$ cat config.mk
export PLATFORM = sky130hd
export DESIGN_NAME = array_unpacker_flat
export DESIGN_NICKNAME = d
export VERILOG_FILES = /design/src/rtl/array_unpack_pkg.sv /design/src/rtl/array_unpacker_if.sv /design/src/rtl/array_unpack_parity_chk.sv /design/src/rtl/array_unpacker.sv /design/src/flat_wrapper.sv
export SDC_FILE = /design/constraint.sdc
export NUM_CORES = 1
export LEC_CHECK = 0
export CAP_MARGIN = 20
export CORE_UTILIZATION = 35
export DETAILED_ROUTE_END_ITERATION = 8
export GPL_TIMING_DRIVEN = 0
export PLACE_DENSITY = 0.69
export SKIP_CTS_REPAIR_TIMING = 1
export SLEW_MARGIN = 30
export SYNTH_ARGS = -nofsm -noshare
export SYNTH_HDL_FRONTEND = slang
export SYNTH_SLANG_ARGS = --single-unit
$ cat constraint.sdc
create_clock -name clock -period 1.5 [get_ports clock]
set_input_delay 0.3 -clock clock [delete_from_list [all_inputs] [get_ports clock]]
set_output_delay 0.3 -clock clock [all_outputs]
set_load 0.02 [all_outputs]
$ cat src/rtl/array_unpack_pkg.sv
// Shared types and helpers for the array_unpacker stream-to-array deserializer.
// Optional parity checking is enabled by defining ARRAY_UNPACK_PARITY_EN.
package array_unpack_pkg;

  // Frame assembly state: FILL collects elements, HOLD presents the frame.
  typedef enum logic {
    FILL = 1'b0,
    HOLD = 1'b1
  } state_t;

  // Width of an element counter that must represent 0..m inclusive.
  function automatic int cnt_w(input int m);
    return $clog2(m + 1);
  endfunction

endpackage

$ cat src/rtl/array_unpacker_if.sv
// Bus bundle for array_unpacker: serial element input plus the frame output.
// The slave modport is the deserializer's view, the master modport the
// producer/consumer side. in_parity/parity_err exist only when
// ARRAY_UNPACK_PARITY_EN is defined.
interface array_unpacker_if
  import array_unpack_pkg::*;
#(
  parameter int M = 2,
  parameter int W = 8
) ();

  logic                  in_valid;
  logic                  in_ready;
  logic [W-1:0]          in_data;
  logic                  in_last;
  logic                  out_valid;
  logic                  out_ready;
  logic [W-1:0]          q [0:M-1];
  logic [M*W-1:0]        q_packed;
  logic [cnt_w(M)-1:0]   out_count;
  logic                  out_short;

`ifdef ARRAY_UNPACK_PARITY_EN
  logic                  in_parity;
  logic                  parity_err;

  modport slave (
    input  in_valid, in_data, in_last, in_parity, out_ready,
    output in_ready, out_valid, q, q_packed, out_count, out_short, parity_err
  );

  modport master (
    output in_valid, in_data, in_last, in_parity, out_ready,
    input  in_ready, out_valid, q, q_packed, out_count, out_short, parity_err
  );
`else
  modport slave (
    input  in_valid, in_data, in_last, out_ready,
    output in_ready, out_valid, q, q_packed, out_count, out_short
  );

  modport master (
    output in_valid, in_data, in_last, out_ready,
    input  in_ready, out_valid, q, q_packed, out_count, out_short
  );
`endif

endinterface

$ cat src/rtl/array_unpack_parity_chk.sv
// Even-parity check of each accepted element plus a sticky per-frame flag.
// The flag is published when the frame closes and cleared when the frame is
// consumed. Only instantiated when ARRAY_UNPACK_PARITY_EN is defined.
module array_unpack_parity_chk #(
  parameter int W = 8
) (
  input  logic         clock,
  input  logic         reset,
  input  logic [W-1:0] data,
  input  logic         parity,
  input  logic         accept,
  input  logic         close,
  input  logic         clear,
  output logic         err
);

  logic acc_q, acc_d;
  logic err_q, err_d;
  logic bad;

  // Even parity: data bits plus parity bit must XOR to zero.
  assign bad = (^data) ^ parity;

  // Next-state for the running accumulator and the published frame flag.
  always_comb begin
    acc_d = acc_q;
    err_d = err_q;
    if (clear) begin
      err_d = 1'b0;
    end
    if (accept) begin
      if (close) begin
        err_d = acc_q | bad;
        acc_d = 1'b0;
      end else begin
        acc_d = acc_q | bad;
      end
    end
  end

  // Parity state registers.
  always_ff @(posedge clock or posedge reset) begin
    if (reset) begin
      acc_q <= 1'b0;
      err_q <= 1'b0;
    end else begin
      acc_q <= acc_d;
      err_q <= err_d;
    end
  end

  assign err = err_q;

endmodule

$ cat src/rtl/array_unpacker.sv
// Stream-to-array deserializer: collects up to M W-bit elements per frame and
// presents them as an unpacked array plus a packed mirror with a valid/ready
// output handshake. Define ARRAY_UNPACK_PARITY_EN to add per-frame parity
// error reporting.
module array_unpacker
  import array_unpack_pkg::*;
#(
  parameter int M = 2,
  parameter int W = 8
) (
  input  logic            clock,
  input  logic            reset,
  array_unpacker_if.slave bus
);

  localparam int            CW  = cnt_w(M);
  localparam logic [CW-1:0] ONE = CW'(1);

  state_t         state_q, state_d;
  logic [CW-1:0]  idx_q, idx_d;
  logic [W-1:0]   q_q [0:M-1];
  logic [W-1:0]   q_d [0:M-1];
  logic [CW-1:0]  count_q, count_d;
  logic           short_q, short_d;
  logic           in_ready_q, in_ready_d;
  logic           out_valid_q, out_valid_d;

  logic           accept;
  logic           close;
  logic           consume;
  logic [M*W-1:0] q_packed;

  // in_ready/out_valid come straight from flops, so neither depends
  // combinationally on the opposite handshake input.
  assign accept  = bus.in_valid & in_ready_q;
  assign close   = accept & (bus.in_last | (int'(idx_q) == M - 1));
  assign consume = out_valid_q & bus.out_ready;

  // Next-state logic for the FILL/HOLD frame assembler.
  // NOTE: every variable gets its hold value first so no path leaves it
  // unassigned; otherwise synthesis would infer a latch.
  always_comb begin
    state_d     = state_q;
    idx_d       = idx_q;
    q_d         = q_q;
    count_d     = count_q;
    short_d     = short_q;
    in_ready_d  = in_ready_q;
    out_valid_d = out_valid_q;

    unique case (state_q)
      FILL: begin
        if (accept) begin
          for (int i = 0; i < M; i++) begin
            if (i == int'(idx_q)) q_d[i] = bus.in_data;
          end
          idx_d = idx_q + ONE;
          if (close) begin
            // Short frame: blank the tail so stale elements never leak out.
            for (int i = 0; i < M; i++) begin
              if (i > int'(idx_q)) q_d[i] = '0;
            end
            count_d     = idx_q + ONE;
            short_d     = (int'(idx_q) + 1 < M);
            idx_d       = '0;
            state_d     = HOLD;
            in_ready_d  = 1'b0;
            out_valid_d = 1'b1;
          end
        end
      end
      HOLD: begin
        if (consume) begin
          state_d     = FILL;
          idx_d       = '0;
          in_ready_d  = 1'b1;
          out_valid_d = 1'b0;
        end
      end
      default: begin
        state_d = FILL;
      end
    endcase
  end

  // State and output registers.
  // NOTE: sequential state uses non-blocking assignments so every flop samples
  // the pre-edge values; the combinational block above uses blocking ones.
  always_ff @(posedge clock or posedge reset) begin
    if (reset) begin
      state_q     <= FILL;
      idx_q       <= '0;
      count_q     <= '0;
      short_q     <= 1'b0;
      in_ready_q  <= 1'b1;
      out_valid_q <= 1'b0;
      // NOTE: the element storage is reset on purpose: q is a visible output
      // that must read all-zero after reset, so it is flops, not a RAM.
      for (int i = 0; i < M; i++) q_q[i] <= '0;
    end else begin
      state_q     <= state_d;
      idx_q       <= idx_d;
      count_q     <= count_d;
      short_q     <= short_d;
      in_ready_q  <= in_ready_d;
      out_valid_q <= out_valid_d;
      q_q         <= q_d;
    end
  end

  // Packed mirror: element i lands in bits [i*W +: W].
  always_comb begin
    q_packed = '0;
    for (int i = 0; i < M; i++) q_packed[i*W +: W] = q_q[i];
  end

  assign bus.in_ready  = in_ready_q;
  assign bus.out_valid = out_valid_q;
  assign bus.q         = q_q;
  assign bus.q_packed  = q_packed;
  assign bus.out_count = count_q;
  assign bus.out_short = short_q;

`ifdef ARRAY_UNPACK_PARITY_EN
  logic parity_err;

  array_unpack_parity_chk #(
    .W (W)
  ) u_parity_chk (
    .clock  (clock),
    .reset  (reset),
    .data   (bus.in_data),
    .parity (bus.in_parity),
    .accept (accept),
    .close  (close),
    .clear  (consume),
    .err    (parity_err)
  );

  assign bus.parity_err = parity_err;
`endif

endmodule
$ cat src/flat_wrapper.sv
// flat-port wrapper written by rule: the top's interface ports become plain ports
module array_unpacker_flat import array_unpack_pkg::*;
#(
  parameter int M = 2,
  parameter int W = 8
)
  (clock, reset, bus_in_valid, bus_in_data, bus_in_last, bus_out_ready, bus_in_ready, bus_out_valid, bus_q, bus_q_packed, bus_out_count, bus_out_short);
  array_unpacker_if #(.M(M), .W(W)) bus_i ();
  input  logic clock;
  input  logic reset;
  input wire logic [$bits(bus_i.in_valid)-1:0] bus_in_valid;
  input wire logic [$bits(bus_i.in_data)-1:0] bus_in_data;
  input wire logic [$bits(bus_i.in_last)-1:0] bus_in_last;
  input wire logic [$bits(bus_i.out_ready)-1:0] bus_out_ready;
  output wire logic [$bits(bus_i.in_ready)-1:0] bus_in_ready;
  output wire logic [$bits(bus_i.out_valid)-1:0] bus_out_valid;
  output wire logic [$bits(bus_i.q)-1:0] bus_q;
  output wire logic [$bits(bus_i.q_packed)-1:0] bus_q_packed;
  output wire logic [$bits(bus_i.out_count)-1:0] bus_out_count;
  output wire logic [$bits(bus_i.out_short)-1:0] bus_out_short;
  assign bus_i.in_valid = bus_in_valid;
  assign bus_i.in_data = bus_in_data;
  assign bus_i.in_last = bus_in_last;
  assign bus_i.out_ready = bus_out_ready;
  assign bus_in_ready = bus_i.in_ready;
  assign bus_out_valid = bus_i.out_valid;
  assign bus_q = {>>{bus_i.q}};
  assign bus_q_packed = bus_i.q_packed;
  assign bus_out_count = bus_i.out_count;
  assign bus_out_short = bus_i.out_short;
  array_unpacker #(.M(M), .W(W)) u_core (.clock(clock), .reset(reset), .bus(bus_i));
endmodule
==> results of run 1 <==
where the power goes:
part           internal, W  switching, W
registers         0.000647             0
clock network     0.000104      0.000189
logic            0.0000297     0.0000270
total             0.000781      0.000216
worst reg2reg max path, stage by stage, from the launching register on:
cell and delay [ps]:
sky130_fd_sc_hd__dfrtp_1 440, sky130_fd_sc_hd__inv_1 120, sky130_fd_sc_hd__ha_1 270, sky130_fd_sc_hd__nand4b_2 220
sky130_fd_sc_hd__mux2_2 330
metal layers:
metal | vias to the layer above | share of wire
li1 | 445 | -
met3 | 2 | 0.093
met4 | 0 | 0.0058
met2 | 37 | 0.48
met5 | - | 0
met1 | 434 | 0.42
final timing paths:
check | start | endpoint | slack (ps) | cells past startpoint
max | u_core.idx_q[0]$_DFFE_PP0P_ | u_core.bus.q[11]$_DFFE_PP0P_ | 40 | 4
min reg2reg | u_core.bus.out_count[0]$_DFFE_PP0P_ | u_core.bus.out_count[0]$_DFFE_PP0P_ | 530 | 1
min in group clock | bus_in_valid | u_core.bus.in_ready$_DFFE_PP1P_ | 490 | 3
min | reset | u_core.bus.out_short$_DFFE_PP0P_ | 300 | 2
max reg2reg | u_core.idx_q[0]$_DFFE_PP0P_ | u_core.bus.q[11]$_DFFE_PP0P_ | 40 | 4
max in group asynchronous | reset | u_core.state_q$_DFF_PP0_ | 830 | 2
cells in the final DEF (no fill, tap or decap), types with 2 or more instances in the layout:
cell / count
sky130_fd_sc_hd__nand2_1: 18
sky130_fd_sc_hd__clkdlybuf4s50_1: 11
sky130_fd_sc_hd__inv_1: 2
sky130_fd_sc_hd__dlymetal6s2s_1: 38
sky130_fd_sc_hd__ha_1: 3
sky130_fd_sc_hd__dfrtp_1: 22
sky130_fd_sc_hd__nand3_1: 3
sky130_fd_sc_hd__a21oi_1: 8
sky130_fd_sc_hd__mux2_2: 11
sky130_fd_sc_hd__buf_4: 19
sky130_fd_sc_hd__nor2_4: 2
sky130_fd_sc_hd__clkbuf_4: 4
cell usage after synthesis, drive strengths merged:
master | instances | area share
a21oi | 8 | 0.035
a31oi | 1 | 0.0055
buf | 17 | 0.11
nor2 | 4 | 0.022
nand4b | 2 | 0.028
nand3b | 1 | 0.0098
o22a | 1 | 0.0076
nand2 | 18 | 0.059
inv | 3 | 0.0098
o21ai | 1 | 0.0044
nand3 | 3 | 0.013
o31ai | 1 | 0.0065
or2 | 1 | 0.0055
and4b | 1 | 0.0087
ha | 3 | 0.033
o21a | 1 | 0.0065
and3 | 1 | 0.0055
mux2 | 11 | 0.11
dfstp | 1 | 0.023
dfrtp | 23 | 0.50
kinds of logic (layout without fill, tap and decap cells):
family,count (synthesis),count (layout),synth area share
and+or+nand+nor,31,32,0.1514
DFF,24,24,0.5240
buffers and inverters,20,76,0.1187
AOI/OAI and AO/OA,13,13,0.06537
muxes,11,11,0.1078
adders and majority gates,3,3,0.03268
through the flow:
step / worst slack [ps] / instance area (um^2) / hold WS, ps / power (W)
2_1_floorplan: 88.04 / 1149 / 313.9 / 0.0006739
3_3_place_gp: -261.7 / 1694 / 486.9 / 0.0007146
3_5_place_dp: -292.1 / 1694 / 506.7 / 0.0007153
4_1_cts: -394.3 / 1720 / 479.9 / 0.001008
5_1_grt: -10.87 / 1864 / 348.5 / 0.001038
6_report: 40.12 / 1864 / 303.8 / 0.0009967
cell type report:
type / count / area, um^2 / share of cell area
Timing Repair Buffer: 52 / 608.1 / 0.3262
Buffer: 17 / 127.6 / 0.06846
Clock buffer: 4 / 26.28 / 0.01409
Multi-Input combinational cell: 59 / 432.9 / 0.2322
Sequential cell: 24 / 603.1 / 0.3235
Inverter: 3 / 11.26 / 0.006040
Tap cell: 44 / 55.05 / 0.02953
flip-flops by register name (all words and copies together) (netlist names):
name	count
u_core.bus.out_valid	1
u_core.bus.in_ready	1
u_core.bus.out_short	1
u_core.state_q	1
u_core.bus.out_count	2
u_core.idx_q	2
u_core.bus.q	16
==> flow_metrics.env, run 1 <==
export IMPL_drt_first_pass_iters=2
export IMPL_finalHoldViolCount=0
export IMPL_drt_first_iter_violations=14
export IMPL_cpPeakStageDelay_ps=440
export IMPL_avgSynthCellArea_um2=11.26
export IMPL_ys_seq_elements=24
export IMPL_power_per_cell_area_mw_per_mm2=534.6
export IMPL_synth_distinct_cells=24
export IMPL_synth_sequential_area_ratio=0.5240
export IMPL_die_height_um=59.29
export IMPL_netlist_area_mm2=0.001149
export IMPL_cpMaxStageDelayCell="sky130_fd_sc_hd__dfrtp_1"
export IMPL_drt_wirelength_per_cell_um=12.82
export IMPL_avgViaCountPerCell=4.522
export IMPL_layout_drive_gt1_share=0.2767
export IMPL_routabilityCongestion=0.8004
export IMPL_max_clock_path_buffers=2
export IMPL_grt_max_degree=25
export IMPL_grt_first_pass_wirelength_um=3822
export IMPL_ant_diodes=0
export IMPL_crit_chain="inv_1 -> ha_1 -> nand4b_2 -> mux2_2"
export IMPL_die_x_um=59.29
export IMPL_ctsRootBufferMaster="sky130_fd_sc_hd__clkbuf_4"
export IMPL_ioPinCount=50
export IMPL_route_vias_total=918
export IMPL_number_of_global_route_vias_before_repair=848
export IMPL_drc=0
export IMPL_number_of_antenna_violations_at_the_first_check_in_global_routing=0
export IMPL_htree_num_levels=1
export IMPL_synthesis_yosys_warnings=0
export IMPL_hold_path_class="input pin to async pin"
export IMPL_globalRouteMet3Util=0.03057
export IMPL_areaGrowthSynthToFinish_pct=62.31
export IMPL_finalCritPeriodShare=0.9733
export IMPL_synthCells=102
export IMPL_timing_critical_path_arrival_ps=1670
export IMPL_drv_max_cap_violation_count=0
export IMPL_cp_start_kind="flip-flop"
export IMPL_clock_input_transition_at_the_sequential_cells_of_the_worst_setup_and_hold_paths_ps=130
export IMPL_min_period_ps=1460
export IMPL_p_leak_nw=1.535
export IMPL_ir_worst_vdd_mv=0.3542
export IMPL_wl_um=2602
export IMPL_detailed_place_hpwl_um=1847
export IMPL_floorplan_die_area_mm2=0.003515
export IMPL_top_usage_layer="met2"
export IMPL_endpoint_kind="flip-flop"
export IMPL_max_freq_mhz=685.0
export IMPL_crit_required_ps=1710
export IMPL_clk_insertion_delay_late_ps=310
export IMPL_rows=20
export IMPL_final_setup_viol_count=0
export IMPL_drt_antenna_violating_nets=0
export IMPL_critPathMaxFanout=4
export IMPL_fin_skew_ps=4.747
export IMPL_groute_layer_met1_usage=0.1725
export IMPL_grt_setup_unrepaired="yes"
export IMPL_met2_usage_grt=0.2568
export IMPL_slew_headroom=0.6776
export IMPL_final_instance_count_excl_fill=203
export IMPL_syn_num_nets=118
export IMPL_port_buffers=49
export IMPL_grt_use_total=0.1464
export IMPL_finalNetCount=176
export IMPL_numPlacedInstances=195
export IMPL_worstMarginPinSlew_ps=482.9
export IMPL_slew_viol_final=0
export IMPL_cts_buffer_count=3
export IMPL_cts_tree="yes"
export IMPL_critical_path_top_delay_family="flip-flops"
export IMPL_run_status="finished clean"
export IMPL_grt_remaining_overflow=0
export IMPL_setup_tns_ps=0
export IMPL_n_fill_cell=271
export IMPL_core_area_mm2=0.003078
export IMPL_utilization=0.6057
export IMPL_numClockSinks=24
export IMPL_start_util=0.3732
export IMPL_cp_buffers_inverters=1
export IMPL_timing_worst_setup_path_type="flip-flop to flip-flop"
(Power assumes the default switching activity.)
==> run 2: changes to the inputs <==
--- a/config.mk
+++ b/config.mk
@@ -10,6 +10,7 @@
 export DETAILED_ROUTE_END_ITERATION = 8
 export GPL_TIMING_DRIVEN = 0
 export PLACE_DENSITY = 0.69
+export REMOVE_ABC_BUFFERS = 1
 export SKIP_CTS_REPAIR_TIMING = 1
 export SLEW_MARGIN = 30
 export SYNTH_ARGS = -nofsm -noshare
==> run 2 against run 1 <==
Effect of this change: worst hold slack gained 1.6 ps; critical path depth down 1; cell count fell by 8.4%; sequential power is essentially flat; combinational power rose by 2%; cell area shrank 6.5%; clock skew increased by 3.0 ps; flip-flop and latch count did not move; setup slack gained 10 ps; clock-buffer cell count did not move; sequential share of layout area increased by 2.3 points; via count fell by 8.0%.
==> flow_metrics.env, run 2 (synthesized netlist as in run 1, its figures left out) <==
export IMPL_run_status="finished clean"
export IMPL_ioPinCount=50
export IMPL_critPathMaxFanout=8
export IMPL_slew_headroom=0.6659
export IMPL_timing_worst_setup_path_type="flip-flop to flip-flop"
export IMPL_avgViaCountPerCell=4.543
export IMPL_switchingPower_w=0.0002231
export IMPL_reg2reg_setup_slack_ps=50
export IMPL_n_fill_cell=282
export IMPL_p_int_w=0.0008254
export IMPL_drt_wirelength_per_cell_um=13.67
export IMPL_layout_drive_gt1_share=0.2183
export IMPL_largest_register_ff_count=16
export IMPL_power_per_cell_area_mw_per_mm2=601.6
export IMPL_leading_cell_type_in_the_layout_fill_and_taps_excluded="sky130_fd_sc_hd__dlymetal6s2s_1"
export IMPL_drt_first_pass_iters=4
export IMPL_grt_max_degree=25
export IMPL_worstMarginPinSlew_ps=500.5
export IMPL_postLayoutSetupSlackWorst_ps=50.13
export IMPL_grt_remaining_overflow=0
export IMPL_slew_viol_final=0
export IMPL_cpMaxStageDelayCell="sky130_fd_sc_hd__dfstp_2"
export IMPL_endpoint_kind="flip-flop"
export IMPL_start_util=0.3732
export IMPL_cp_buffers_inverters=0
export IMPL_clkPwrFrac=0.328
export IMPL_detailed_place_area_mm2=0.001569
export IMPL_die_height_um=59.29
export IMPL_finalCritPeriodShare=0.9666
export IMPL_number_of_antenna_violations_at_the_first_check_in_global_routing=0
export IMPL_wl_um=2543
export IMPL_max_clock_path_buffers=2
export IMPL_die_x_um=59.29
export IMPL_floorplan_die_area_mm2=0.003515
export IMPL_drv_max_cap_violation_count=0
export IMPL_grt_first_pass_wirelength_um=3877
export IMPL_comb_power_share=0.055
export IMPL_p_leak_nw=1.430
export IMPL_min_period_ps=1450
export IMPL_ir_worst_vdd_mv=0.6223
export IMPL_finalNetCount=159
export IMPL_clk_insertion_delay_late_ps=320
export IMPL_routabilityCongestion=0.7685
export IMPL_ctsRootBufferMaster="sky130_fd_sc_hd__clkbuf_4"
export IMPL_power_frac_seq=0.617
export IMPL_core_area_mm2=0.003078
export IMPL_critical_path_top_delay_family="flip-flops"
export IMPL_cpPeakStageDelay_ps=630
export IMPL_setup_tns_ps=0
export IMPL_timing_critical_path_arrival_ps=1660
export IMPL_finalHoldWorstSlack_ps=305.4
export IMPL_htree_num_levels=1
export IMPL_fin_area_mm2=0.001743
export IMPL_fin_total_pwr_w=0.001049
export IMPL_crit_chain="nand3b_2 -> nor2_4 -> mux2_2"
export IMPL_number_of_global_route_vias_before_repair=831
export IMPL_seq_cell_area_um2=603.1
export IMPL_fin_skew_ps=7.782
export IMPL_drt_first_iter_violations=32
export IMPL_clock_input_transition_at_the_sequential_cells_of_the_worst_setup_and_hold_paths_ps=130
export IMPL_ant_diodes=0
export IMPL_drc=0
export IMPL_areaGrowthSynthToFinish_pct=51.74
export IMPL_post_place_ws_ps=-302.2
export IMPL_cp_start_kind="flip-flop"
export IMPL_hold_path_class="input pin to async pin"
export IMPL_rows=20
export IMPL_numClockSinks=24
export IMPL_cts_buffer_count=3
export IMPL_grt_use_total=0.1488
export IMPL_route_vias_total=845
export IMPL_final_setup_viol_count=0
export IMPL_finalHoldViolCount=0
export IMPL_drt_antenna_violating_nets=0
export IMPL_crit_required_ps=1710
export IMPL_most_used_cells_in_the_layout_excluding_fill_and_tap_cells="sky130_fd_sc_hd__dlymetal6s2s_1 (37), sky130_fd_sc_hd__dfrtp_1 (22), sky130_fd_sc_hd__nand2_1 (18)"
export IMPL_detailed_place_hpwl_um=1774
export IMPL_cts_tree="yes"
export IMPL_netSwitchingFraction=0.2128
export IMPL_max_freq_mhz=689.7
export IMPL_port_buffers=49
export IMPL_combined_area_of_the_multi_input_logic_cells_um2=436.7
## run 2: metal layers
layer | vias to the layer above | global-route usage | share of wire
met5 | - | 0 | 0
met4 | 0 | 0.03061 | 0.0075
met3 | 3 | 0.04803 | 0.062
met2 | 30 | 0.2488 | 0.49
met1 | 399 | 0.1882 | 0.44
li1 | 413 | - | -
## run 2: final cells by class
cell class                 count  area share
inverter                       3    0.006461
multi-input combinational     59      0.2505
tap                           44     0.03159
timing repair buffer          52      0.3446
sequential                    24      0.3460
clock buffer                   4     0.02082
## run 2: final timing paths
check                                                 startpoint                                  end  cells past startpoint
worst max-delay path             u_core.bus.in_ready$_DFFE_PP1P_  u_core.bus.out_count[0]$_DFFE_PP0P_                      3
worst min-delay path                                       reset          u_core.bus.q[2]$_DFFE_PP0P_                      2
worst max register to register   u_core.bus.in_ready$_DFFE_PP1P_  u_core.bus.out_count[0]$_DFFE_PP0P_                      3
worst min register to register  u_core.bus.out_short$_DFFE_PP0P_     u_core.bus.out_short$_DFFE_PP0P_                      1
max in group asynchronous                                  reset             u_core.state_q$_DFF_PP0_                      2
min in group clock                                  bus_in_valid      u_core.bus.in_ready$_DFFE_PP1P_                      3
## run 2: through the flow
stage	util	std cells
floorplan	-	85
global placement	0.5098	178
detailed placement	0.5098	178
CTS	0.5215	182
global route	0.5663	186
finish	0.5663	186
## run 2: power by group through the flow
stage	clock network (W)	registers, W	logic [W]
CTS	0.000363	0.000647	0.0000573
finish	0.000344	0.000647	0.0000577
floorplan	0	0.000659	0.0000146
global route	0.000386	0.000647	0.0000639
detailed placement	0	0.000659	0.0000571
global placement	0	0.000659	0.0000560
==> run 3: changes to the inputs <==
==> constraint.sdc (replaced) <==
create_clock -name clock -period 1.75 [get_ports clock]
set_input_delay 0.35 -clock clock [delete_from_list [all_inputs] [get_ports clock]]
set_output_delay 0.35 -clock clock [all_outputs]
set_load 0.02 [all_outputs]
==> run 3 against run 2 <==
Effect of this change: cell count decreased by 2.2%; critical path type is now flip-flop to output pin; via count shrank 2.2%; die area did not move; largest cell class unchanged; clock-buffer cell count unchanged; non-clock buffer count decreased by 3; clock skew about the same; clock power is 16% lower; largest power group unchanged; sequential power fell by 14%.
==> flow_metrics.env, run 3 (synthesized netlist as in run 1, its figures left out) <==
export IMPL_run_status="finished clean"
export IMPL_number_of_global_route_vias_before_repair=831
export IMPL_routabilityCongestion=0.7685
export IMPL_n_fill_cell=281
export IMPL_worstMarginPinSlew_ps=494.1
export IMPL_critPathMaxFanout=3
export IMPL_core_area_mm2=0.003078
export IMPL_wl_um=2293
export IMPL_grt_first_pass_wirelength_um=3877
export IMPL_port_buffers=49
export IMPL_number_of_antenna_violations_at_the_first_check_in_global_routing=0
export IMPL_route_vias_total=826
export IMPL_leading_cell_type_in_the_layout_fill_and_taps_excluded="sky130_fd_sc_hd__clkdlybuf4s50_1"
export IMPL_detailed_place_area_mm2=0.001569
export IMPL_min_period_ps=1683
export IMPL_max_freq_mhz=594.1
export IMPL_fin_skew_ps=8.219
export IMPL_grt_max_degree=25
export IMPL_clk_insertion_delay_late_ps=320
export IMPL_ctsRootBufferMaster="sky130_fd_sc_hd__clkbuf_4"
export IMPL_power_per_cell_area_mw_per_mm2=549.6
export IMPL_areaGrowthSynthToFinish_pct=41.50
export IMPL_timing_critical_path_arrival_ps=1330
export IMPL_ant_diodes=0
export IMPL_grt_use_total=0.1488
export IMPL_cpPeakStageDelay_ps=620
export IMPL_finalCritPeriodShare=0.9619
export IMPL_switchingPower_w=0.0001858
export IMPL_max_clock_path_buffers=2
export IMPL_finalHoldWorstSlack_ps=357.1
export IMPL_drv_max_cap_violation_count=0
export IMPL_comb_power_share=0.054
export IMPL_power_frac_seq=0.621
export IMPL_final_setup_viol_count=0
export IMPL_cts_buffer_count=3
export IMPL_layout_drive_gt1_share=0.1594
export IMPL_cpMaxStageDelayCell="sky130_fd_sc_hd__clkdlybuf4s50_1"
export IMPL_most_used_cells_in_the_layout_excluding_fill_and_tap_cells="sky130_fd_sc_hd__clkdlybuf4s50_1 (41), sky130_fd_sc_hd__dfrtp_1 (23), sky130_fd_sc_hd__nand2_1 (18)"
export IMPL_drt_first_pass_iters=4
export IMPL_finalNetCount=155
export IMPL_critical_path_depth=1
export IMPL_numClockSinks=24
export IMPL_endpoint_kind="output pin"
export IMPL_clock_input_transition_at_the_sequential_cells_of_the_worst_setup_and_hold_paths_ps=130
export IMPL_crit_chain="clkdlybuf4s50_1"
export IMPL_die_x_um=59.29
export IMPL_fin_area_mm2=0.001625
export IMPL_crit_required_ps=1400
export IMPL_detailed_place_hpwl_um=1774
export IMPL_p_int_w=0.0007075
export IMPL_slew_headroom=0.6701
export IMPL_grt_remaining_overflow=0
export IMPL_grt_setup_unrepaired="no"
export IMPL_largest_register_ff_count=16
export IMPL_floorplan_die_area_mm2=0.003515
export IMPL_timing_worst_setup_path_type="flip-flop to output pin"
export IMPL_cp_buffers_inverters=1
export IMPL_clkPwrFrac=0.325
export IMPL_ir_worst_vdd_mv=0.5114
export IMPL_netSwitchingFraction=0.2080
export IMPL_critical_path_top_delay_family="buffers and inverters"
export IMPL_drt_first_iter_violations=15
export IMPL_rows=20
export IMPL_ioPinCount=50
export IMPL_hold_path_class="input pin to async pin"
export IMPL_cp_start_kind="flip-flop"
export IMPL_p_leak_nw=0.8643
export IMPL_avgViaCountPerCell=4.538
export IMPL_finalHoldViolCount=0
export IMPL_start_util=0.3732
export IMPL_slew_viol_final=0
export IMPL_drt_antenna_violating_nets=0
export IMPL_cts_tree="yes"
export IMPL_r2r_worst_path_cells=5
export IMPL_setup_tns_ps=0
export IMPL_utilization=0.5280
export IMPL_htree_num_levels=1
export IMPL_drc=0
export IMPL_drt_wirelength_per_cell_um=12.60
export IMPL_die_height_um=59.29
## run 3: area by class of cell
class                   count  area, um^2  area share
flip-flops and latches     24       601.8      0.3703
repair buffers             49       510.5      0.3141
well taps                  44       55.05     0.03387
clock buffers               4       36.28     0.02232
multi-input cells          58       410.4      0.2525
inverters                   3       11.26    0.006928
## run 3: worst paths after layout
| path | startpoint | to | slack (ps) |
|---|---|---|---|
| setup / recovery | u_core.bus.q[2]$_DFFE_PP0P_ | bus_q_packed[10] | 70 |
| hold / removal | reset | u_core.bus.q[2]$_DFFE_PP0P_ | 360 |
| setup reg to reg | u_core.idx_q[0]$_DFFE_PP0P_ | u_core.bus.q[4]$_DFFE_PP0P_ | 220 |
| hold reg to reg | u_core.bus.out_count[0]$_DFFE_PP0P_ | u_core.bus.out_count[0]$_DFFE_PP0P_ | 530 |
| max in group asynchronous | reset | u_core.bus.in_ready$_DFFE_PP1P_ | 1040 |
| min in group clock | u_core.bus.out_count[0]$_DFFE_PP0P_ | u_core.bus.out_count[0]$_DFFE_PP0P_ | 530 |
## run 3: power groups by stage
stage               sequential [W]  combinational, W  clock [W]
finish                    0.000555         0.0000482   0.000290
global placement          0.000565         0.0000480          0
detailed placement        0.000565         0.0000490          0
floorplan                 0.000565         0.0000125          0
global route              0.000555         0.0000535   0.000331
CTS                       0.000555         0.0000491   0.000311
## run 3: layer usage
layer | vias up | GRT usage | part of all wire
met5 | - | 0 | 0
met4 | 0 | 0.03061 | 0.0083
met3 | 3 | 0.04803 | 0.059
met2 | 32 | 0.2488 | 0.50
met1 | 389 | 0.1882 | 0.43
li1 | 402 | - | -
## run 3: per-stage QoR
stage | power (W) | instances | worst slack, ps
global placement | 0.0006131 | 178 | -72.11
detailed placement | 0.0006141 | 178 | -102.2
CTS | 0.0009152 | 182 | -216.9
finish | 0.0008933 | 182 | 66.74
global route | 0.0009395 | 182 | 1.188
floorplan | 0.0005776 | 85 | 338.0
